### src/rtl/reset_request.sv
// Reset request generator: stretches POR/SW/button/watchdog requests into a fixed-width
// active-low pulse followed by a holdoff. Watchdog source present only with RESETGEN_WATCHDOG_EN.
module reset_request #(
    parameter int unsigned PULSE_CYCLES    = 16,
    parameter int unsigned HOLDOFF_CYCLES  = 64,
    parameter int unsigned DEBOUNCE_CYCLES = 1000,
    parameter int unsigned WDT_CYCLES      = 1048576
) (
    input  logic       i_clk,
    input  logic       i_areset,
    input  logic       i_btn,
    input  logic       i_sw_req,
    input  logic       i_wdt_kick,
    output logic       o_reset_n,
    output logic [1:0] o_cause,
    output logic       o_busy
);

    localparam int unsigned PulseW = $clog2(PULSE_CYCLES);
    localparam int unsigned HoldW  = $clog2(HOLDOFF_CYCLES);
    localparam int unsigned CntW   = (PulseW > HoldW) ? PulseW : HoldW;
    localparam int unsigned DebW   = $clog2(DEBOUNCE_CYCLES);

    localparam logic [CntW-1:0] PulseLoad = CntW'(PULSE_CYCLES - 1);
    localparam logic [CntW-1:0] HoldLoad  = CntW'(HOLDOFF_CYCLES - 1);
    localparam logic [DebW-1:0] DebMax    = DebW'(DEBOUNCE_CYCLES - 1);

    localparam logic [1:0] CausePor = 2'd0;
    localparam logic [1:0] CauseSw  = 2'd1;
    localparam logic [1:0] CauseBtn = 2'd2;
    localparam logic [1:0] CauseWdt = 2'd3;

    typedef enum logic [1:0] {StAssert, StHoldoff, StIdle} state_e;

    state_e            state_q, state_d;
    logic [CntW-1:0]   cnt_q, cnt_d;
    logic [1:0]        cause_q, cause_d;
    logic              reset_n_q;
    logic              enter_assert;

    logic              btn_s1_q, btn_s2_q;
    logic [DebW-1:0]   deb_cnt_q, deb_cnt_d;
    logic              deb_q, deb_d, deb_dly_q;
    logic              btn_req;
    logic              wdt_req;

    // Button: synchronize, debounce, then fire once on the debounced rising edge.
    always_comb begin
        deb_cnt_d = deb_cnt_q;
        if (!btn_s2_q) begin
            deb_cnt_d = '0;
        end else if (deb_cnt_q != DebMax) begin
            deb_cnt_d = deb_cnt_q + 1'b1;
        end
    end

    assign deb_d   = btn_s2_q && (deb_cnt_q == DebMax);
    assign btn_req = deb_q && !deb_dly_q;

    always_ff @(posedge i_clk or posedge i_areset) begin
        if (i_areset) begin
            btn_s1_q  <= 1'b0;
            btn_s2_q  <= 1'b0;
            deb_cnt_q <= '0;
            deb_q     <= 1'b0;
            deb_dly_q <= 1'b0;
        end else begin
            btn_s1_q  <= i_btn;
            btn_s2_q  <= btn_s1_q;
            deb_cnt_q <= deb_cnt_d;
            deb_q     <= deb_d;
            deb_dly_q <= deb_q;
        end
    end

`ifdef RESETGEN_WATCHDOG_EN
    localparam int unsigned WdtW = $clog2(WDT_CYCLES);
    localparam logic [WdtW-1:0] WdtMax = WdtW'(WDT_CYCLES - 1);

    logic            wdt_armed_q;
    logic [WdtW-1:0] wdt_cnt_q;

    always_ff @(posedge i_clk or posedge i_areset) begin
        if (i_areset) begin
            wdt_armed_q <= 1'b0;
            wdt_cnt_q   <= '0;
        end else begin
            if (enter_assert) begin
                wdt_armed_q <= 1'b0;
            end else if (i_wdt_kick) begin
                wdt_armed_q <= 1'b1;
            end
            if (i_wdt_kick || (state_q != StIdle)) begin
                wdt_cnt_q <= '0;
            end else if (wdt_armed_q && (wdt_cnt_q != WdtMax)) begin
                wdt_cnt_q <= wdt_cnt_q + 1'b1;
            end
        end
    end

    // A kick on the expiry edge wins over the timeout.
    assign wdt_req = wdt_armed_q && (state_q == StIdle) && (wdt_cnt_q == WdtMax) && !i_wdt_kick;
`else
    logic unused_wdt_kick;
    assign unused_wdt_kick = i_wdt_kick;
    assign wdt_req         = 1'b0;
`endif

    always_comb begin
        state_d = state_q;
        cnt_d   = cnt_q;
        cause_d = cause_q;
        case (state_q)
            StAssert: begin
                if (cnt_q == '0) begin
                    state_d = StHoldoff;
                    cnt_d   = HoldLoad;
                end else begin
                    cnt_d = cnt_q - 1'b1;
                end
            end
            StHoldoff: begin
                if (cnt_q == '0) begin
                    state_d = StIdle;
                end else begin
                    cnt_d = cnt_q - 1'b1;
                end
            end
            StIdle: begin
                if (i_sw_req || btn_req || wdt_req) begin
                    state_d = StAssert;
                    cnt_d   = PulseLoad;
                    if (i_sw_req) begin
                        cause_d = CauseSw;
                    end else if (btn_req) begin
                        cause_d = CauseBtn;
                    end else begin
                        cause_d = CauseWdt;
                    end
                end
            end
            default: begin
                state_d = StAssert;
                cnt_d   = PulseLoad;
            end
        endcase
    end

    assign enter_assert = (state_q == StIdle) && (state_d == StAssert);

    always_ff @(posedge i_clk or posedge i_areset) begin
        if (i_areset) begin
            state_q   <= StAssert;
            cnt_q     <= PulseLoad;
            cause_q   <= CausePor;
            reset_n_q <= 1'b0;
        end else begin
            state_q   <= state_d;
            cnt_q     <= cnt_d;
            cause_q   <= cause_d;
            reset_n_q <= (state_d != StAssert);
        end
    end

    assign o_reset_n = reset_n_q;
    assign o_cause   = cause_q;
    assign o_busy    = (state_q != StIdle);

endmodule
### config.mk
export PLATFORM = sky130hd
export DESIGN_NAME = reset_request
export DESIGN_NICKNAME = d
export VERILOG_FILES = /design/src/rtl/reset_request.sv
export SDC_FILE = /design/constraint.sdc
export NUM_CORES = 1
export LEC_CHECK = 0
export CAP_MARGIN = 10
export CELL_PAD_IN_SITES_DETAIL_PLACEMENT = 1
export CELL_PAD_IN_SITES_GLOBAL_PLACEMENT = 1
export CORE_MARGIN = 5
export CORE_UTILIZATION = 51
export CTS_BUF_LIST = sky130_fd_sc_hd__clkbuf_8
export DETAILED_ROUTE_END_ITERATION = 6
export GPL_TIMING_DRIVEN = 0
export PLACE_DENSITY_LB_ADDON = 0.1
export SYNTH_ARGS = -nofsm -noshare
export SYNTH_HDL_FRONTEND = slang
export SYNTH_SLANG_ARGS = --single-unit
### constraint.sdc
create_clock -name i_clk -period 2.7 [get_ports i_clk]
set_input_delay 0.27 -clock i_clk [delete_from_list [all_inputs] [get_ports i_clk]]
set_output_delay 0.27 -clock i_clk [all_outputs]
set_load 0.01 [all_outputs]
==> summary.md, run 1 <==
| Metric | Value |
|---|---|
| Vias post-DR | `approximately 850` |
| Dpl hpwl | `around 1.7 mm` |
| FP Rows | `17` |
| Area growth syn-to-layout | `12.6%` |
| I/O pins | `9` |
| Max_cap viols | `0` |
| DRT antenna net count | `0` |
| GR peak layer | `met2` |
| Clock latency on the worst-skew pair | `about 0.26 ns` |
| Area contributors post-synth | `dfrtp_1 (44%), dfstp_2 (8.8%), and2_1 (3.1%)` |
| Max IR drop VDD | `between 0.0006 and 0.0007 V` |
| GRT overflow | `0` |
| Worst-margin pin slew | `between 0.9 and 1 ns` |
| Tmin final | `1.97 ns` |
| Root Driver | `clkbuf_8` |
| Die width | `about 58 um` |
| Initial antenna violation count | `0` |
| Hold WC Path Type | `reg -> reg` |
| Reg clk slew, reported paths | `~0.090 ns` |
| Syn Std Cell Area | `approximately 1200 um2` |
| CTS tree | `done` |
| Die Area | `roughly 3400 um2` |
| IO Port Bufs | `7` |
| Bufs on Longest Clock Path | `2` |
| ANT cells | `0` |
| Hold Fails Final Rpt | `0` |
| Vias in the first global route | `between 900 and 1000` |
| CP Launch Type | `register` |
| Area leader, netlist | `dfrtp_1` |
| Worst Setup Path Type | `reg -> reg` |
| Die Height | `between 50 and 60 um` |
| First DRT Iteration DRCs | `29` |
| PD cells | `about 800 nW/um2` |
| H-tree depth | `1` |
| Post-DR wirelength/cell | `about 15 um` |
| Most numerous cell in the Yosys netlist | `dfrtp_1` |
| Fill count | `roughly 250` |
| Total core area | `roughly 2200 um2` |
| First-pass GRT wire length | `about 4.1 mm` |
| Slew HR | `between 30% and 40%` |
| Post-CTS setup buffer count | `0` |
| Critical path required time | `between 2 and 3 ns` |
| Commonest cells post-synth | `dfrtp_1 (21), nor2_1 (9), nand2_1 (8)` |
| Critical Path Fanout Max | `6` |
| CP endpoint kind | `register` |
| Cells after Synth | `113` |
| Post-synth cell types | `37` |
| Clk sinks | `25` |
| Synth Flop Type | `dfrtp_1` |
| Asr flop ratio synth | `between 90% and 100%` |
| EDFF count, synth | `0` |
| Cts hold-fix bufs | `0` |
| Final worst-path cycle share | `about three quarters` |
| RSZ-0062 raised after global routing | `no` |
| Crit path DAT | `2.16 ns` |
| Post-CTS Resized | `0` |
| Syn. warnings | `0` |
| Outcome | `complete, no violations` |
| Routed WL | `~2.3 mm` |
| DRC Markers | `0` |
| Yosys top cell area share | `between 40 and 50%` |
| Drt via density | `5.60` |
| Num CTS Buffers | `3` |
| Grt met2 use | `between 20% and 30%` |
| Final GP Congestion | `~0.76` |
| Largest net degree at the start of global routing | `26` |
| Detailed Routing Iterations Pass 1 | `6` |
| Synthesized area per cell | `around 11 um2` |
| Seq/Total Area, Yosys | `52.9%` |
| Met3 Usage GRT | `around 3%` |
| Final Max Tran Viols | `0` |
| Worst Skew | `about 0.0028 ns` |
| Count of final setup violators | `0` |
| Starting Density | `a little over half` |
| Met1 GRT Util | `21.5%` |
| Final Power | `about 0.0011 W` |
| GRT Total Usage | `16.0%` |
| Share of cells above drive strength 1 | `about 15%` |
| FF+latch count, synth | `25` |
| Nets@finish | `roughly 130` |
| F_max | `approximately 0.5 GHz` |
| Synthesized Nets | `120` |
| Static Leak | `0.594 nW` |
| Setup TNS | `0 ns` |
per-stage QoR:
step / util [%] / hold slack, ns / cell area (um2) / setup WS, ns / instances
after global routing: 60.7 / 0.382 / 1340 / 0.610 / 152
final: 60.7 / 0.367 / 1340 / 0.726 / 152
after floorplan: - / 0.294 / 1190 / 0.896 / 113
after global placement: 58.7 / 0.342 / 1300 / 0.773 / 148
after detailed placement: 58.7 / 0.347 / 1300 / 0.752 / 148
after CTS: 60.7 / 0.369 / 1340 / 0.718 / 152
cells by family (layout without fill, tap and decap cells):
group | count (synthesis) | after routing | share of synthesized area, %
AO/OA/AOI/OAI | 23 | 23 | 13.4
XOR/XNOR | 7 | 7 | 5.14
adder cells (fa/ha/maj) | 2 | 2 | 2.10
buffers and inverters | 9 | 20 | 2.94
flip-flops | 25 | 25 | 52.9
multiplexers | 1 | 1 | 0.839
AND/OR/NAND/NOR | 46 | 46 | 22.7
routing by layer:
layer / wire length [um] / up-vias / share of wire [%]
met4: 34 / 0 / 1.5
li1: - / 411 / -
met3: 72 / 4 / 3.1
met1: 1140 / 424 / 49
met5: 0 / - / 0
met2: 1080 / 12 / 47
critical path, cell delays in order, from the launching register on:
cell and delay [ns]:
dfstp_2 0.59, inv_1 0.05, ha_1 0.26, nor3b_2 0.19, and2_0 0.13, buf_2 0.16
a31o_4 0.27, o31ai_1 0.23
report_power, final:
group	internal, W	leakage (nW)	total [W]	switching (W)
Sequential	0.000479	0.318	0.000565	0.0000867
Combinational	0.000159	0.249	0.000307	0.000148
Clock	0.000102	0.0269	0.000217	0.000115
Total	0.000739	0.594	0.00109	0.000350
state kept, by name (all words and copies together) (netlist names):
signal	flops
deb_cnt_q	10
cnt_q	6
o_cause	2
state_q	2
btn_s1_q	1
btn_s2_q	1
deb_dly_q	1
deb_q	1
o_reset_n	1
placed cells by master (no fill, tap or decap), types with 2 or more instances in the layout:
cell and n:
nand2_1 8, a22o_1 2, clkbuf_8 3, and2_1 6, dfstp_2 4, clkdlybuf4s50_1 7, o21ai_0 6, nor2_1 9
xnor2_1 3, nor3_1 6, inv_1 6, inv_2 2, ha_1 2, dfrtp_1 21, nand3_1 6, xor2_1 4
a21oi_1 5, o31ai_1 3
layout make-up:
cell class / instances / area, um2 / area share, %
flip-flops and latches: 25 / 631 / 47.0
repair buffers: 7 / 70.1 / 5.22
well taps: 28 / 35.0 / 2.61
clock inverters: 1 / 3.75 / 0.280
inverters: 7 / 26.3 / 1.96
multi-input cells: 79 / 527 / 39.2
plain buffers: 2 / 8.76 / 0.652
clock buffers: 3 / 41.3 / 3.08
final timing paths:
| check | depth (start not counted) | endpoint | slack (ns) | startpoint |
|---|---|---|---|---|
| max | 7 | cnt_q[2] | 0.73 | cnt_q[0] |
| min | 0 | btn_s2_q | 0.37 | btn_s1_q |
| max reg2reg | 7 | cnt_q[2] | 0.73 | cnt_q[0] |
| min reg2reg | 0 | btn_s2_q | 0.37 | btn_s1_q |
| max in group asynchronous | 2 | deb_cnt_q[2] | 1.63 | i_areset |
| min in group asynchronous | 2 | deb_dly_q | 0.51 | i_areset |
Note: power is estimated with default switching activity, not from simulation.
==> run 2: changes to the inputs <==
- CORE_UTILIZATION: 51 -> 42
- clock period: 2.7 -> 1.6 ns (I/O delays scaled with it)
==> run 2 against run 1 <==
- the flow now finishes with violations (negative setup slack)
- first-iteration DRC count is 14% lower
- combinational power grew to 2.8 times the previous value
- routed wire length increased by 4.8%
- fmax increased by 20%
- via count grew 0.94%
- flip-flop and latch count did not move
- critical path type unchanged
- highest routed layer unchanged
==> summary.md, run 2 (synthesis results as in run 1) <==
| Metric | Value |
|---|---|
| Outcome | `complete, but fails checks (was complete, no violations)` |
| Failing checks | `negative setup slack` |
| Bufs on Longest Clock Path | `2 (unchanged)` |
| Clk sinks | `25 (unchanged)` |
| Root Driver | `clkbuf_8 (unchanged)` |
| Top cell family by delay on the critical path | `flip-flops (unchanged)` |
| Routed wl met2 | `1.19 mm (was 1.08 mm)` |
| Worst flop-to-flop path endpoint | `cnt_q[4] (was cnt_q[2])` |
| Dpl hpwl | `1.61 mm (was 1.69 mm)` |
| Hold EP | `btn_s1_q (was btn_s2_q)` |
| Final GP Congestion | `0.846 (was 0.760)` |
| IO Port Bufs | `7 (unchanged)` |
| Critical path, cell by cell | `inv_2 -> ha_4 -> nor3b_4 -> and2_4 -> a31o_4 -> o31ai_2 (was inv_1 -> ha_1 -> nor3b_2 -> and2_0 -> buf_2 -> a31o_4 -> o31ai_1)` |
| Largest reg by FF count | `deb_cnt_q (unchanged)` |
| Met3 Wirelength | `79 um (was 72 um)` |
| RSZ-0062 raised after global routing | `yes (was no)` |
| Multi-input gate area | `593 um2 (was 527 um2)` |
| Share of cells above drive strength 1 | `28.2% (was 15.3%)` |
| Worst-margin pin slew | `0.946 ns (was 0.929 ns)` |
| First-pass GRT wire length | `4.31 mm (was 4.09 mm)` |
| Largest net degree at the start of global routing | `26 (unchanged)` |
| Reg clk slew, reported paths | `0.09 ns (about the same)` |
| Drt via density | `5.30 (was 5.60)` |
| Post-DR wirelength/cell | `15.0 um (was 15.3 um)` |
| PD cells | `1480 nW/um2 (was 812 nW/um2)` |
| Num CTS Buffers | `3 (unchanged)` |
| Starting Density | `43.6% (was 53.9%)` |
| Reg area | `632 um2 (was 631 um2)` |
| Max_cap viols | `0 (unchanged)` |
| R2R setup slack | `-0.05 ns (was 0.73 ns)` |
| Top Metal Used | `met4 (unchanged)` |
| Min Hold Slack | `0.323 ns (was 0.367 ns)` |
| CP Buf/Inv Count | `1 (was 2)` |
| ANT cells | `0 (unchanged)` |
| Worst Skew | `0.0105 ns (was 0.00280 ns)` |
| First DRT Iteration DRCs | `25 (was 29)` |
| Hold_sp | `i_btn (was btn_s1_q)` |
| Cts hold-fix bufs | `0 (unchanged)` |
| CP endpoint kind | `register (unchanged)` |
| Total core area | `2730 um2 (was 2210 um2)` |
| Hold WC Path Type | `in -> reg (was reg -> reg)` |
| Die width | `63.3 um (was 58.4 um)` |
| Number of flip-flops in the largest register | `10 (unchanged)` |
| Final worst-path cycle share | `103% (was 73.1%)` |
| Crit path DAT | `1.83 ns (was 2.16 ns)` |
| DRC Markers | `0 (unchanged)` |
| R2R cell count | `6 (was 7)` |
| RR Startpoint | `cnt_q[1] (was cnt_q[0])` |
| F_max | `0.607 GHz (was 0.506 GHz)` |
| Detailed Routing Iterations Pass 1 | `4 (was 6)` |
| Commonest non-fill, non-tap cell in the layout | `dfrtp_1 (unchanged)` |
| Post-route worst setup slack | `-0.0472 ns (was 0.726 ns)` |
| M1 wire length | `1.15 mm (was 1.14 mm)` |
| GRT Total Usage | `13.2% (was 16.0%)` |
| H-tree depth | `1 (unchanged)` |
| Clock latency on the worst-skew pair | `0.26 ns (about the same)` |
| Critical path required time | `1.78 ns (was 2.88 ns)` |
| FP Rows | `19 (was 17)` |
| Die Area | `4000 um2 (was 3410 um2)` |
| Vias in the first global route | `906 (was 905)` |
| CTS tree | `done (unchanged)` |
| CP Launch Type | `register (unchanged)` |
| CP peak stage delay | `0.56 ns (was 0.59 ns)` |
| Routed WL | `2.44 mm (was 2.33 mm)` |
| Static Leak | `0.632 nW (was 0.594 nW)` |
| Fill count | `308 (was 251)` |
| Worst Setup Path Type | `reg -> reg (unchanged)` |
| Max IR drop VDD | `0.00108 V (was 0.000618 V)` |
| Hold Crit Depth | `1 (was 0)` |
| I/O pins | `9 (unchanged)` |
| Die Height | `63.3 um (was 58.4 um)` |
| Count of final setup violators | `2 (was 0)` |
| Slew HR | `36.9% (was 38.0%)` |
| Area growth syn-to-layout | `23.4% (was 12.6%)` |
| DRT antenna net count | `0 (unchanged)` |
| Critical Path Fanout Max | `5 (was 6)` |
| Cell area after layout | `1470 um2 (was 1340 um2)` |
| Vias post-DR | `859 (was 851)` |
| Biggest regs | `deb_cnt_q (10), cnt_q (6) (unchanged)` |
| CP max stage cell | `dfstp_2 (unchanged)` |
| Nets@finish | `139 (was 132)` |
| DP Area | `1320 um2 (was 1300 um2)` |
| Hold Fails Final Rpt | `0 (unchanged)` |
| Initial antenna violation count | `0 (unchanged)` |
| Final Max Tran Viols | `0 (unchanged)` |
| Tmin final | `1.65 ns (was 1.97 ns)` |
| Most frequent cells in the layout | `dfrtp_1 (20), nor2_1 (9), nand2_1 (8), buf_4 (8) (was dfrtp_1 (21), nor2_1 (9), nand2_1 (8))` |
| GRT overflow | `0 (unchanged)` |
## run 2: changes by cell type in the layout (fill, tap and decap cells not counted), sizes merged
cell	delta
dlygate4sd2	+1
clkdlybuf4s50	-1
buf	+7
inv	-1
clkinv	+1
## run 2: timing repair
action / 4_1_cts / 5_1_grt
setup endpoints to repair: 6 / 8
cloned: 0 / 0
setup buffers: 6 / 2
gates resized for setup: 9 / 7
pin swaps: 4 / 5
## run 2: worst register-to-register path, cell delays in order (launching register included)
cell,delay (ns)
dfstp_2,0.56
inv_2,0.06
ha_4,0.16
nor3b_4,0.14
and2_4,0.17
a31o_4,0.26
o31ai_2,0.21
## run 2: worst max-delay path by stage
stage | end | slack, ns | depth (start not counted) | startpoint
finish | cnt_q[4] | -0.05 | 6 | cnt_q[1]
global route | cnt_q[4] | -0.1 | 6 | cnt_q[1]
CTS | cnt_q[2] | -0.11 | 7 | cnt_q[0]
detailed placement | cnt_q[2] | -0.19 | 7 | cnt_q[0]
global placement | cnt_q[2] | -0.16 | 7 | cnt_q[0]
floorplan | cnt_q[2] | -0.07 | 7 | cnt_q[0]
## run 2: per-stage QoR
step	power, W	setup WS [ns]	cells	setup TNS, ns	util [%]
after global routing	0.00233	-0.0950	162	-0.226	53.8
after global placement	0.00151	-0.162	151	-0.467	48.3
final	0.00217	-0.0472	162	-0.0538	53.8
after floorplan	0.00135	-0.0674	113	-0.133	-
after detailed placement	0.00155	-0.194	151	-0.651	48.3
after CTS	0.00203	-0.115	161	-0.251	52.4
## run 2: where the power goes
group          switching (W)  internal, W
combinational       0.000386     0.000470
sequential          0.000149     0.000807
clock               0.000188     0.000174
total               0.000723      0.00145
## run 2: cell type report
class                      instances  share of cell area (%)
tap                               31                    2.64
timing repair buffer              15                    8.76
clock buffer                       3                    2.81
sequential                        25                    42.9
clock inverter                     1                   0.340
buffer                             1                   0.255
multi-input combinational         79                    40.3
inverter                           7                    1.96
## run 2: metal layers
metal	vias to the layer above	track usage, %
met3	2	2.49
met1	421	17.5
li1	424	-
met5	-	0
met2	12	22.2
met4	0	3.12
